==> src/rtl/i2s_dac_serializer.sv <==
// I2S serializer for the WM8731 DAC: divides the system clock into BCLK/DACLRCK and shifts out
// one {L,R} frame per LRCK period. Define UNDERRUN_HOLD_EN to repeat the last frame on underrun.
module i2s_dac_serializer #(
  parameter int BCLK_HALF = 6,
  parameter int SLOT_W    = 16
)(
  input  logic              clock,
  input  logic              reset_n,
  input  logic [SLOT_W-1:0] in_left,
  input  logic [SLOT_W-1:0] in_right,
  input  logic              in_valid,
  output logic              in_ready,
  output logic              aud_bclk,
  output logic              aud_daclrck,
  output logic              aud_dacdat,
  output logic              sample_tick,
  output logic              underrun
);
  localparam int FRAME_W = 2*SLOT_W;
  localparam int DIV_W   = (BCLK_HALF > 1) ? $clog2(BCLK_HALF) : 1;
  localparam int CNT_W   = $clog2(FRAME_W);

  logic [DIV_W-1:0]   div_cnt;
  logic [CNT_W-1:0]   bit_cnt, bit_nxt, bit_idx;
  logic [FRAME_W-1:0] hold_buf, frame, ur_frame;
  logic               buf_full, wrap, fall, load, wr;

  assign wrap     = (div_cnt == DIV_W'(BCLK_HALF-1));
  assign fall     = wrap & aud_bclk;
  assign bit_nxt  = (bit_cnt == CNT_W'(FRAME_W-1)) ? '0 : bit_cnt + 1'b1;
  assign load     = fall & (bit_nxt == '0);
  // Bit 0 of a new frame still carries the previous frame's LSB (one-BCLK I2S delay).
  assign bit_idx  = (bit_nxt == '0) ? '0 : CNT_W'(FRAME_W) - bit_nxt;
  assign in_ready = ~buf_full;
  assign wr       = in_valid & in_ready;

`ifdef UNDERRUN_HOLD_EN
  assign ur_frame = frame;
`else
  assign ur_frame = '0;
`endif

  always_ff @(posedge clock or negedge reset_n) begin
    if (!reset_n) begin
      div_cnt  <= '0;
      aud_bclk <= 1'b0;
    end else if (wrap) begin
      div_cnt  <= '0;
      aud_bclk <= ~aud_bclk;
    end else begin
      div_cnt  <= div_cnt + 1'b1;
    end
  end

  always_ff @(posedge clock or negedge reset_n) begin
    if (!reset_n) begin
      bit_cnt     <= CNT_W'(FRAME_W-1);
      aud_daclrck <= 1'b1;
      aud_dacdat  <= 1'b0;
    end else if (fall) begin
      bit_cnt    <= bit_nxt;
      aud_dacdat <= frame[bit_idx];
      if (bit_nxt == '0)
        aud_daclrck <= 1'b0;
      else if (bit_nxt == CNT_W'(SLOT_W))
        aud_daclrck <= 1'b1;
    end
  end

  // A write in the load clock finds the buffer empty, so it is kept for the next frame.
  always_ff @(posedge clock or negedge reset_n) begin
    if (!reset_n) begin
      hold_buf <= '0;
      buf_full <= 1'b0;
      frame    <= '0;
    end else begin
      if (wr) begin
        hold_buf <= {in_left, in_right};
        buf_full <= 1'b1;
      end else if (load) begin
        buf_full <= 1'b0;
      end
      if (load)
        frame <= buf_full ? hold_buf : ur_frame;
    end
  end

  always_ff @(posedge clock or negedge reset_n) begin
    if (!reset_n) begin
      sample_tick <= 1'b0;
      underrun    <= 1'b0;
    end else begin
      sample_tick <= load;
      underrun    <= load & ~buf_full;
    end
  end
endmodule
==> config.mk <==
export PLATFORM = sky130hd
export DESIGN_NAME = i2s_dac_serializer
export DESIGN_NICKNAME = d
export VERILOG_FILES = /design/src/rtl/i2s_dac_serializer.sv
export SDC_FILE = /design/constraint.sdc
export NUM_CORES = 1
export LEC_CHECK = 0
export ABC_AREA = 1
export CAP_MARGIN = 10
export CORE_MARGIN = 1
export CORE_UTILIZATION = 38
export DETAILED_ROUTE_END_ITERATION = 12
export GPL_TIMING_DRIVEN = 0
export PLACE_DENSITY = 0.6
export SYNTH_ARGS = -nofsm -noshare
export SYNTH_HDL_FRONTEND = slang
export SYNTH_SLANG_ARGS = --single-unit
==> constraint.sdc <==
create_clock -name clock -period 2.6 [get_ports clock]
set_clock_uncertainty 0.05 [all_clocks]
set_input_delay 0.52 -clock clock [delete_from_list [all_inputs] [get_ports clock]]
set_output_delay 0.52 -clock clock [all_outputs]
set_load 0.02 [all_outputs]
Word level (Yosys, flattened, before mapping)
Cells that the tools add are included.
{"block": "word_totals", "regBits": 78, "inputBits": 35, "out_inout_bits": 6, "elab_cells": 37}
{"block": "op_classes", "n_addsub": 3, "order_cmp": 1, "eq_ne": 3, "n_mux": 10, "bitwise_logic": 6, "reduce_logical": 4}
{"cell": "32-bit 2-to-1 mux", "count": 1}
{"cell": "5-bit == test, second input constant", "count": 2}
{"cell": "5-bit 2-to-1 mux", "count": 2}
{"cell": "5-bit by 6-bit < comparator with 1-bit output, second input constant", "count": 1}
{"cell": "5-bit by 1-bit adder with 5-bit output, second input constant", "count": 1}
{"cell": "1-bit binary-select mux with 5-bit select", "count": 1}
{"cell": "5-bit zero test", "count": 1}
{"cell": "1-bit 2-to-1 mux", "count": 5}
{"cell": "1-bit by 5-bit subtractor with 5-bit output, first input constant", "count": 1}
{"cell": "1-bit AND", "count": 4}
{"cell": "2-bit nonzero test", "count": 2}
{"cell": "3-bit by 1-bit adder with 3-bit output, second input constant", "count": 1}
{"cell": "3-bit == test, second input constant", "count": 1}
{"cell": "3-bit 2-to-1 mux", "count": 1}
{"cell": "1-bit NOT", "count": 2}
{"cell": "2-bit AND reduction", "count": 1}

Depth between registers and ports, before layout
Gate-level depths: netlist (run 1).
{"block": "logic_depth", "ltp_word": 6, "ltp_mapped": 21, "ltp_nobuf": 21}

Worst setup path after synthesis (run 1)
Ideal clock, no wire load.
{"block": "synth_timing", "kind": "reg-to-reg", "from": "reg bit_cnt[0]", "to": "reg aud_dacdat", "setup_ps": 65, "arrival_time_ps": 2361, "required_ps": 2485, "path_slack_ps": 124, "stages_incl_launch_ff": 22, "n_path_buf": 0, "synth_period_minus_slack_ps": 2476, "cell_sequence": "dfstp_2 ha_1 nand2_1 nor2_1 ha_1 inv_2 a21oi_2 nand2_1 inv_1 ha_1 inv_1 nand2_1 nor2_4 inv_1 nand2_1 nand2_1 nand2_1 nand2_1 nand2_1 nand2_1 nand2_1 nand2_1"}
{"block": "synth_between", "elab_chain_cells": 6, "elab_cells_between_ends": 8, "cone_classes": "2 x add/sub; 1 x eq/ne; 4 x mux; 1 x reduce/logical"}
{"element": "start, declared", "line_no": "24", "rtl": "logic [CNT_W-1:0] bit_cnt, bit_nxt, bit_idx;"}
{"element": "start signal, assigned", "line_no": "57", "rtl": "bit_cnt <= CNT_W'(FRAME_W-1);"}
{"element": "start signal, assigned", "line_no": "61", "rtl": "bit_cnt <= bit_nxt;"}
{"element": "5-bit by 1-bit adder with 5-bit output or 5-bit == test (tied branches)", "line_no": "30", "rtl": "assign bit_nxt = (bit_cnt == CNT_W'(FRAME_W-1)) ? '0 : bit_cnt + 1'b1;"}
{"element": "5-bit 2-to-1 mux *", "line_no": "30"}
{"element": "1-bit by 5-bit subtractor with 5-bit output or 5-bit zero test (tied branches)", "line_no": "33", "rtl": "assign bit_idx = (bit_nxt == '0) ? '0 : CNT_W'(FRAME_W) - bit_nxt;"}
{"element": "5-bit 2-to-1 mux *", "line_no": "33"}
{"element": "1-bit binary-select mux with 5-bit select *", "line_no": "62", "rtl": "aud_dacdat <= frame[bit_idx];"}
{"element": "1-bit 2-to-1 mux (implied by the code) *", "line_no": "62"}
{"element": "end signal, assigned", "line_no": "62"}
{"element": "end, declared", "line_no": "15", "rtl": "output logic aud_dacdat,"}
Every way passes the cells marked *; elsewhere a longest branch is shown, timed or not. The select of a mux whose other input is x is not followed.
A chain may end at the register's enable or synchronous reset.

Worst setup path after layout (run 1)
{"block": "layout_timing", "from": "reg bit_cnt[1]", "to": "reg aud_dacdat"}
Same word-level chain as after synthesis.

==> results of run 1 <==
[power breakdown]
group | leakage, nW | switching (mW) | internal [mW] | total, mW
Sequential | 1.06 | 0 | 1.21 | 1.21
Clock | 0.106 | 0.460 | 0.543 | 1.00
Combinational | 0.967 | 0.0290 | 0.0483 | 0.0773
[metrics by stage]
stage	utilization [%]	TNS, ns	setup WS [ns]	power (mW)	hold slack (ns)
finish	48.65	0	0.1223	2.293	0.04886
global route	48.65	-0.1018	-0.06775	2.383	0.07393
CTS	48.05	0	0.0005580	2.320	0.05631
detailed placement	45.24	-6.661	-0.2993	1.317	0.4100
global placement	44.97	-137.79	-1.780	1.311	0.3962
floorplan	-	0	0.1237	1.237	0.1744
[area by class of cell]
type | count | area, um^2
flip-flops and latches | 78 | 1959
multi-input cells | 246 | 1426
clock buffers | 9 | 123.9
clock inverters | 7 | 97.59
inverters | 38 | 147.6
fillers | 884 | 4722
well taps | 111 | 138.9
plain buffers | 17 | 117.6
repair buffers | 46 | 462.9
[flip-flops by register name, summed over array words and instances, names as in the netlist]
| register | count |
|---|---|
| sample_tick | 1 |
| aud_daclrck | 1 |
| bit_cnt | 5 |
| underrun | 1 |
| frame | 32 |
| buf_full | 1 |
| aud_dacdat | 1 |
| div_cnt | 3 |
| aud_bclk | 1 |
| hold_buf | 32 |
[layer usage]
metal  vias to the layer above  track usage, %  wire (um)
li1                       1328               -          -
met5                         -               0          0
met2                        45           24.41       3365
met3                         7           3.443        219
met1                      1274           22.47       3599
met4                         0           4.751         61
[critical path, delay by kind of cell (launching register included)]
family | cells | cell delay, ns
flops | 1 | 0.58
fa+ha+maj | 2 | 0.38
simple gates | 13 | 0.88
compound gates | 1 | 0.17
buf+inv | 3 | 0.36
[logic make-up after synthesis]
group	synth area share, %
simple gates	19.66
flops	54.49
buf+inv	7.098
compound gates	7.342
mux	10.02
fa+ha+maj	1.392
[synth_stat cells, drive strengths merged]
master / n / area (um^2)
a21oi: 14 / 73.82
buf: 12 / 93.83
clkbuf: 5 / 18.77
clkinv: 1 / 3.750
dfrtp: 72 / 1802
dfstp: 6 / 157.7
ha: 4 / 50.05
inv: 37 / 138.9
mux2: 32 / 360.4
nand2: 86 / 346.6
nand3: 27 / 140.1
nand4: 1 / 6.260
nor2: 43 / 209.0
nor3: 1 / 5.000
o21ai: 38 / 190.2
[worst paths after layout]
kind                       startpoint    endpoint  slack (ns)  cells past startpoint
setup / recovery           bit_cnt[1]  aud_dacdat        0.12                     19
hold / removal                reset_n    aud_bclk        0.05                      1
setup reg to reg           bit_cnt[1]  aud_dacdat        0.12                     19
hold reg to reg            div_cnt[0]  div_cnt[0]        0.42                      1
max in group asynchronous     reset_n    frame[0]        1.88                      2
min in group clock         div_cnt[0]  div_cnt[0]        0.42                      1
[timing repair]
action,4_1_cts,5_1_grt
setup buffers,2,3
gates cloned,0,0
gates resized for setup,6,10
endpoints found under the setup margin,36,35
pin swaps,1,5
==> impl_metrics.tcl, run 1 <==
set metrics [dict create \
    vdd_drop_max_mv 0.2839 \
    grt_max_degree 50 \
    num_vias 2654 \
    status "finished, final reports clean" \
    crit_top_cell "nand2_1" \
    nets 475 \
    setup.worst_path.start_class "flop" \
    post-route-period-util_pct 95.30 \
    crit_path_max_fanout 10 \
    placedCellCount 531 \
    gp_congestion 0.8393 \
    crit_type "reg2reg" \
    first_pass_iters 4 \
    port_buffers 40 \
    tightest_slew_ns 0.5481 \
    clkTransAtPathRegs_ns 0.08 \
    slew_violations 0 \
    ys_ff_latch 78 \
    syn_avg_cell_area_um2 9.488 \
    syn_nets 418 \
    synthesis.area_um2 3596 \
    ys_types 26 \
    final_common_cell "nand2_1" \
    leakage_nw 2.133 \
    fmax_ghz 0.4036 \
    hpwl_mm 5.093 \
    setup_violations 0 \
    critPathCaptureType "flop" \
    vias_per_cell 4.808 \
    routedWlPerCell_um 13.13 \
    track_usage_pct 15.84 \
    design_area_um2 4474 \
    postPlaceCellArea_um2 4160 \
    antenna_found_initial 0 \
    h-tree-depth 3 \
    die_y_um 99.28 \
    finish.cell_count_without_fillers 552 \
    cellPowerDensity_nw_per_um2 512.5 \
    path_cells "ha_4 > nand2_1 > nor2_1 > ha_2 > buf_4 > buf_4 > nor2_4 > buf_6 > o21ai_0 > nand2_1 > nand2_1 > nand2_1 > nand2_1 > nand2_1 > nand2_1 > nand2_1 > nand2_1 > nand2_1 > nand2_1" \
    routed_wl_mm 7.245 \
    tritoncts "built" \
    start_util_pct 39.10 \
    area_growth_pct 24.43 \
    clk_path_buf_depth 2 \
    n_antenna_cell 0 \
    hold_viol 0 \
    cts_buffers 9 \
    ant_nets 0 \
    relSlewSlack_pct 63.46 \
    row_count 35 \
    design.core.area_um2 9196 \
    insertion_delay_ns 0.35 \
    grt_pass1_wl_mm 12.28 \
    ios 41 \
    drive_above_1_share_pct 23.81 \
    drt_iter0_markers 140 \
    drc 0 \
    cp.required_ns 2.84 \
    cts_hold_buf 0 \
    cp_slowest_cell "dfstp_2" \
    grt_pass1_vias 2535 \
    gr-total-overflow 0 \
    synthCells 379 \
    hold_class "in2async" \
    cts-root-buf "clkbuf_8" \
    drv_cap 0 \
    post-route-min-period_ns 2.478 \
    crit_arrival_ns 2.72 \
    layout_common_cells "nand2_1, dfrtp_1, clkdlybuf4s50_1" \
    dieArea_um2 9857 \
    slowest_delay_ns 0.58 \
    seq_area_frac_synth_pct 54.49 \
    die_w_um 99.28 \
    clock-sinks 78 \
    synth_warnings 0 \
]
Note: power is estimated with default switching activity, not from simulation.
==> run 2, diff against run 1 <==
Settings changed: ABC_AREA 1 to default.
==> run 2 against run 1 <==
  * The flow now finishes with violations (negative setup slack)
  * Largest power group unchanged
  * Critical path depth decreased by 6
  * Maximum frequency decreased by 15%
  * Synthesized area decreased by 5.3%
  * Via count decreased by 14%
  * Hold slack improved by 0.024 ns
  * Largest cell class unchanged
  * Sequential share of layout area increased by 1.7 points
  * Worst setup slack got worse by 0.44 ns
  * Combinational power increased to 4.8 times the previous value
  * Flip-flop and latch count unchanged
  * Final area decreased by 3.8%
==> impl_metrics.tcl, run 2 <==
set metrics [dict create \
    relSlewSlack_pct 59.69 \
    dieArea_um2 9345 \
    leakage_nw 1.958 \
    track_usage_pct 15.37 \
    cp_slowest_cell "dfstp_2" \
    synthesis.area_um2 3406 \
    slew_violations 0 \
    hold_class "in2async" \
    crit_type "reg2reg" \
    grt_max_degree 44 \
    sw_frac_of_total_pct 24.25 \
    synth_warnings 0 \
    tritoncts "built" \
    syn_avg_cell_area_um2 11.62 \
    num_vias 2283 \
    insertion_delay_ns 0.34 \
    clock-sinks 78 \
    synth_area_leaders "dfrtp_1, mux2_2, nand2_1, o21ai_0, mux4_1" \
    design.core.area_um2 8678 \
    first_pass_iters 4 \
    layout_common_cells "nand2_1, dfrtp_1, clkdlybuf4s50_1" \
    routedWlPerCell_um 13.90 \
    violations "negative setup slack" \
    synth_common_cells "nand2_1, dfrtp_1, o21ai_0, mux2_2, clkbuf_1" \
    setup.worst_path.start_class "flop" \
    cellPowerDensity_nw_per_um2 645.6 \
    drc 0 \
    intPower_mw 2.105 \
    hold_viol 0 \
    vdd_drop_max_mv 0.3869 \
    ys_ff_latch 78 \
    p_sw_mw 0.6738 \
    cpLargestDelayFamily "simple AND/OR/NAND/NOR gates" \
    synth-edff-count 0 \
    crit_top_cell "ha_4" \
    tightest_slew_ns 0.6047 \
    fillers 824 \
    antenna_found_initial 0 \
    crit_cells 13 \
    syn_nets 332 \
    cp-startpoint "bit_cnt[0]" \
    rsz0062_at_grt "yes" \
    area_growth_pct 26.38 \
    ys_types 32 \
    cts_buffers 9 \
    gp_congestion 0.7383 \
    final.setup.worst_slack_ns -0.3139 \
    tns_ns -6.113 \
    synth_area_leader_cell "dfrtp_1" \
    cts-root-buf "clkbuf_8" \
    pwr-share-comb_pct 13.4 \
    ios 41 \
    post-route-min-period_ns 2.914 \
    crit_path_max_fanout 5 \
    path_buf_inv 1 \
    setup_violations 36 \
    async_reset_ff_share_pct 100.0 \
    status "complete, but fails checks" \
    synth_top_area_share_pct 52.90 \
    hpwl_mm 4.487 \
    p_clk_share_pct 32.0 \
    final_common_cell "nand2_1" \
    hold_ws_ns 0.07280 \
    critPathCaptureType "flop" \
    grt_pass1_vias 2370 \
    n_antenna_cell 0 \
    regToRegSetupSlack_ns -0.31 \
    drv_cap 0 \
    gr-total-overflow 0 \
    drt_iter0_markers 104 \
    vias_per_cell 4.878 \
    drive_above_1_share_pct 23.61 \
    clk_path_buf_depth 2 \
    grt_pass1_wl_mm 11.45 \
    h-tree-depth 3 \
    seq_area_frac_synth_pct 57.53 \
    die_w_um 96.67 \
    slowest_delay_ns 0.39 \
    clkTransAtPathRegs_ns 0.08 \
    row_count 34 \
    cp.required_ns 2.78 \
    cp-endpoint "aud_dacdat" \
    nets 395 \
    yosysMostFrequentCell "nand2_1" \
    path_cells "ha_4 > and3_4 > ha_4 > and2b_1 > mux2i_2 > and3b_2 > ha_4 > a211oi_4 > buf_6 > mux4_2 > mux2i_1 > o311ai_1 > o22a_1" \
    die_y_um 96.67 \
    rr_endpoint "aud_dacdat" \
    start_util_pct 39.24 \
    crit_arrival_ns 3.10 \
    post-route-period-util_pct 112.1 \
    r2r_start "bit_cnt[0]" \
    synthCells 293 \
    routed_wl_mm 6.507 \
    synthFlopType "dfrtp_1" \
    reg2reg_depth 13 \
    fmax_ghz 0.3432 \
    port_buffers 40 \
    reg_top3 "frame: 32 flops, hold_buf: 32 flops, bit_cnt: 5 flops" \
    p_seq_share_pct 54.6 \
    ant_nets 0 \
]
run 2: changes by cell type in the layout (fill, tap and decap cells not counted), moves of 7 or more:
cell,change
nand3_1,-24
nor2_2,-8
o21ai_1,-8
a21oi_1,-12
clkbuf_1,+7
o21ai_0,+8
nor2_1,-24
inv_1,-25
run 2: stage by stage:
step | area, um^2 | utilization [%] | setup WS (ns) | cells | power (mW)
after detailed placement | 4006 | 46.16 | -0.7572 | 442 | 1.923
after global placement | 3989 | 45.96 | -1.798 | 441 | 1.907
after CTS | 4294 | 49.48 | -0.5088 | 467 | 2.817
final | 4304 | 49.60 | -0.3139 | 468 | 2.779
after floorplan | 3453 | - | -0.4010 | 293 | 1.762
after global routing | 4304 | 49.60 | -0.4519 | 468 | 2.913
run 2: cell families after synthesis:
family	share of synthesized area, %
buffers and inverters	2.865
AOI/OAI and AO/OA	7.715
DFF	57.53
and+or+nand+nor	11.24
muxes	18.41
xor gates and xnor gates	0.7716
adders and majority gates	1.470
run 2: timing repair:
item,CTS,global route
hold buffers,0,0
buffers inserted,10,3
pin swaps,6,6
resized for setup,9,1
endpoints found under the setup margin,38,38
run 2: how the worst min path moves through the flow:
stage	from	end	depth (start not counted)
2_1_floorplan	reset_n	aud_bclk	0
3_3_place_gp	frame[10]	frame[10]	2
3_5_place_dp	frame[10]	frame[10]	2
4_1_cts	reset_n	hold_buf[0]	1
5_1_grt	reset_n	hold_buf[31]	1
6_report	reset_n	hold_buf[0]	1
run 2: power groups by stage:
| stage | Sequential [mW] | Combinational (mW) | Clock, mW |
|---|---|---|---|
| 6_report | 1.52 | 0.373 | 0.890 |
| 5_1_grt | 1.54 | 0.422 | 0.951 |
| 4_1_cts | 1.51 | 0.388 | 0.914 |
| 3_5_place_dp | 1.54 | 0.386 | 0 |
| 3_3_place_gp | 1.53 | 0.377 | 0 |
| 2_1_floorplan | 1.50 | 0.264 | 0 |
run 2: area by class of cell:
type	instances	area, um^2	area share, %
multi-input cells	191	1395	32.41
plain buffers	16	83.83	1.948
well taps	108	135.1	3.140
clock buffers	11	141.4	3.285
inverters	6	22.52	0.5233
flip-flops and latches	78	1959	45.52
repair buffers	54	519.2	12.06
clock inverters	4	47.55	1.105
run 2: metal layers:
metal | vias up | part of all wire [%] | global-route usage (%)
met1 | 1109 | 49 | 21.50
met4 | 0 | 2.0 | 7.577
li1 | 1131 | - | -
met2 | 35 | 46 | 23.24
met3 | 8 | 2.8 | 2.601
met5 | - | 0 | 0
==> run 3, diff against run 2 <==
--- a/constraint.sdc
+++ b/constraint.sdc
@@ -3,3 +3,3 @@
 set_input_delay 0.52 -clock clock [delete_from_list [all_inputs] [get_ports clock]]
 set_output_delay 0.52 -clock clock [all_outputs]
-set_load 0.02 [all_outputs]
+set_load 0.1 [all_outputs]
==> run 3 against run 2 <==
  * The run still ends with negative setup slack left
  * Flip-flop and latch count unchanged
  * Via count increased by 0.31%
  * Die area unchanged
  * Largest cell class unchanged
  * Worst setup slack improved by 0.0075 ns
  * Clock power about the same
  * Highest routed layer unchanged
==> impl_metrics.tcl, run 3 (synthesized netlist as in run 2, its figures left out) <==
set metrics [dict create \
    place_ws_ns -0.7572 \
    drive_above_1_share_pct 23.82 \
    antenna_found_initial 0 \
    final.setup.worst_slack_ns -0.3063 \
    slew_violations 0 \
    grt_pass1_wl_mm 11.45 \
    ios 41 \
    ant_nets 0 \
    hold_ws_ns 0.07085 \
    fillers 825 \
    cp-startpoint "bit_cnt[0]" \
    p_total_mw 2.790 \
    cellPowerDensity_nw_per_um2 647.6 \
    final_common_cell "nand2_1" \
    die_w_um 96.67 \
    path_buf_inv 1 \
    gp_congestion 0.7383 \
    status "complete, but fails checks" \
    reg_top3 "frame: 32 flops, hold_buf: 32 flops, bit_cnt: 5 flops" \
    clock-sinks 78 \
    design_area_um2 4309 \
    fmax_ghz 0.3441 \
    slowest_delay_ns 0.39 \
    setup_violations 36 \
    design.core.area_um2 8678 \
    grt_pass1_vias 2370 \
    layout_common_cells "nand2_1, dfrtp_1, clkdlybuf4s50_1" \
    crit_type "reg2reg" \
    dieArea_um2 9345 \
    r2r_start "bit_cnt[0]" \
    clkTransAtPathRegs_ns 0.08 \
    critPathCaptureType "flop" \
    rr_endpoint "aud_dacdat" \
    seqCellArea_um2 1959 \
    num_vias 2290 \
    drv_cap 0 \
    cts_buffers 9 \
    crit_arrival_ns 3.09 \
    tightest_slew_ns 0.9585 \
    cpLargestDelayFamily "simple AND/OR/NAND/NOR gates" \
    hold_class "in2async" \
    vias_per_cell 4.883 \
    post-route-period-util_pct 111.8 \
    track_usage_pct 15.37 \
    violations "negative setup slack" \
    hpwl_mm 4.487 \
    nets 396 \
    start_util_pct 39.24 \
    cp_slowest_cell "dfstp_2" \
    h-tree-depth 3 \
    cts_hold_buf 0 \
    routedWlPerCell_um 13.88 \
    tritoncts "built" \
    n_antenna_cell 0 \
    multi_input_area_um2 1395 \
    post-route-min-period_ns 2.906 \
    crit_top_cell "ha_4" \
    first_pass_iters 4 \
    gr-total-overflow 0 \
    port_buffers 40 \
    routed_wl_mm 6.510 \
    relSlewSlack_pct 35.90 \
    insertion_delay_ns 0.35 \
    cp.required_ns 2.79 \
    setup.worst_path.start_class "flop" \
    postPlaceCellArea_um2 4006 \
    regToRegSetupSlack_ns -0.31 \
    cts-root-buf "clkbuf_8" \
    crit_path_max_fanout 5 \
    drc 0 \
    reg2reg_depth 13 \
    drt_iter0_markers 108 \
    rsz0062_at_grt "yes" \
    clk_path_buf_depth 2 \
    grt_max_degree 44 \
    row_count 34 \
    area_growth_pct 26.52 \
    vdd_drop_max_mv 0.3875 \
    hold_viol 0 \
    die_y_um 96.67 \
    path_cells "ha_4 > and3_4 > ha_4 > and2b_1 > mux2i_2 > and3b_2 > ha_4 > a211oi_4 > buf_6 > mux4_2 > mux2i_1 > o311ai_1 > o22a_1" \
    leakage_nw 1.960 \
]
## run 3: stage by stage
step | utilization, % | instances | TNS, ns
CTS | 49.48 | 467 | -6.766
global placement | 45.96 | 441 | -146.41
detailed placement | 46.16 | 442 | -13.95
floorplan | - | 293 | -1.867
finish | 49.65 | 469 | -6.111
global route | 49.65 | 469 | -11.73
## run 3: final cells by class
| cell class | count | share of cell area (%) |
|---|---|---|
| Timing Repair Buffer | 54 | 12.08 |
| Multi-Input combinational cell | 191 | 32.38 |
| Inverter | 6 | 0.5226 |
| Tap cell | 108 | 3.136 |
| Sequential cell | 78 | 45.47 |
| Clock inverter | 4 | 1.103 |
| Clock buffer | 11 | 3.281 |
| Buffer | 17 | 2.033 |
## run 3: report_power, final
| part | switching [mW] | total [mW] | internal (mW) |
|---|---|---|---|
| logic | 0.149 | 0.385 | 0.236 |
| registers | 0.105 | 1.51 | 1.41 |
| clock network | 0.431 | 0.893 | 0.462 |
| total | 0.685 | 2.79 | 2.11 |
## run 3: worst max-delay path by stage
stage,endpoint,slack (ns),depth (start not counted)
global route,aud_dacdat,-0.45,13
CTS,aud_dacdat,-0.51,14
global placement,div_cnt[2],-1.80,1
floorplan,aud_dacdat,-0.40,14
finish,aud_dacdat,-0.31,13
detailed placement,aud_dacdat,-0.76,14
## run 3: timing repair
item / 4_1_cts / 5_1_grt
pin swaps: 6 / 6
endpoints found under the setup margin: 38 / 38
buffers inserted: 10 / 3
resized for setup: 11 / 3
## run 3: per-layer routing
metal | up-vias | global-route usage [%] | wire (um)
met5 | - | 0 | 0
met4 | 0 | 7.577 | 143
met3 | 10 | 2.601 | 192
met2 | 41 | 23.24 | 2974
met1 | 1106 | 21.50 | 3199
li1 | 1133 | - | -
## run 3: worst register-to-register path: stages (launching register included)
cell and delay [ns]:
dfstp_2 0.39, ha_4 0.16, and3_4 0.15, ha_4 0.16, and2b_1 0.19, mux2i_2 0.07, and3b_2 0.23, ha_4 0.17
a211oi_4 0.26, buf_6 0.18, mux4_2 0.30, mux2i_1 0.19, o311ai_1 0.10, o22a_1 0.18
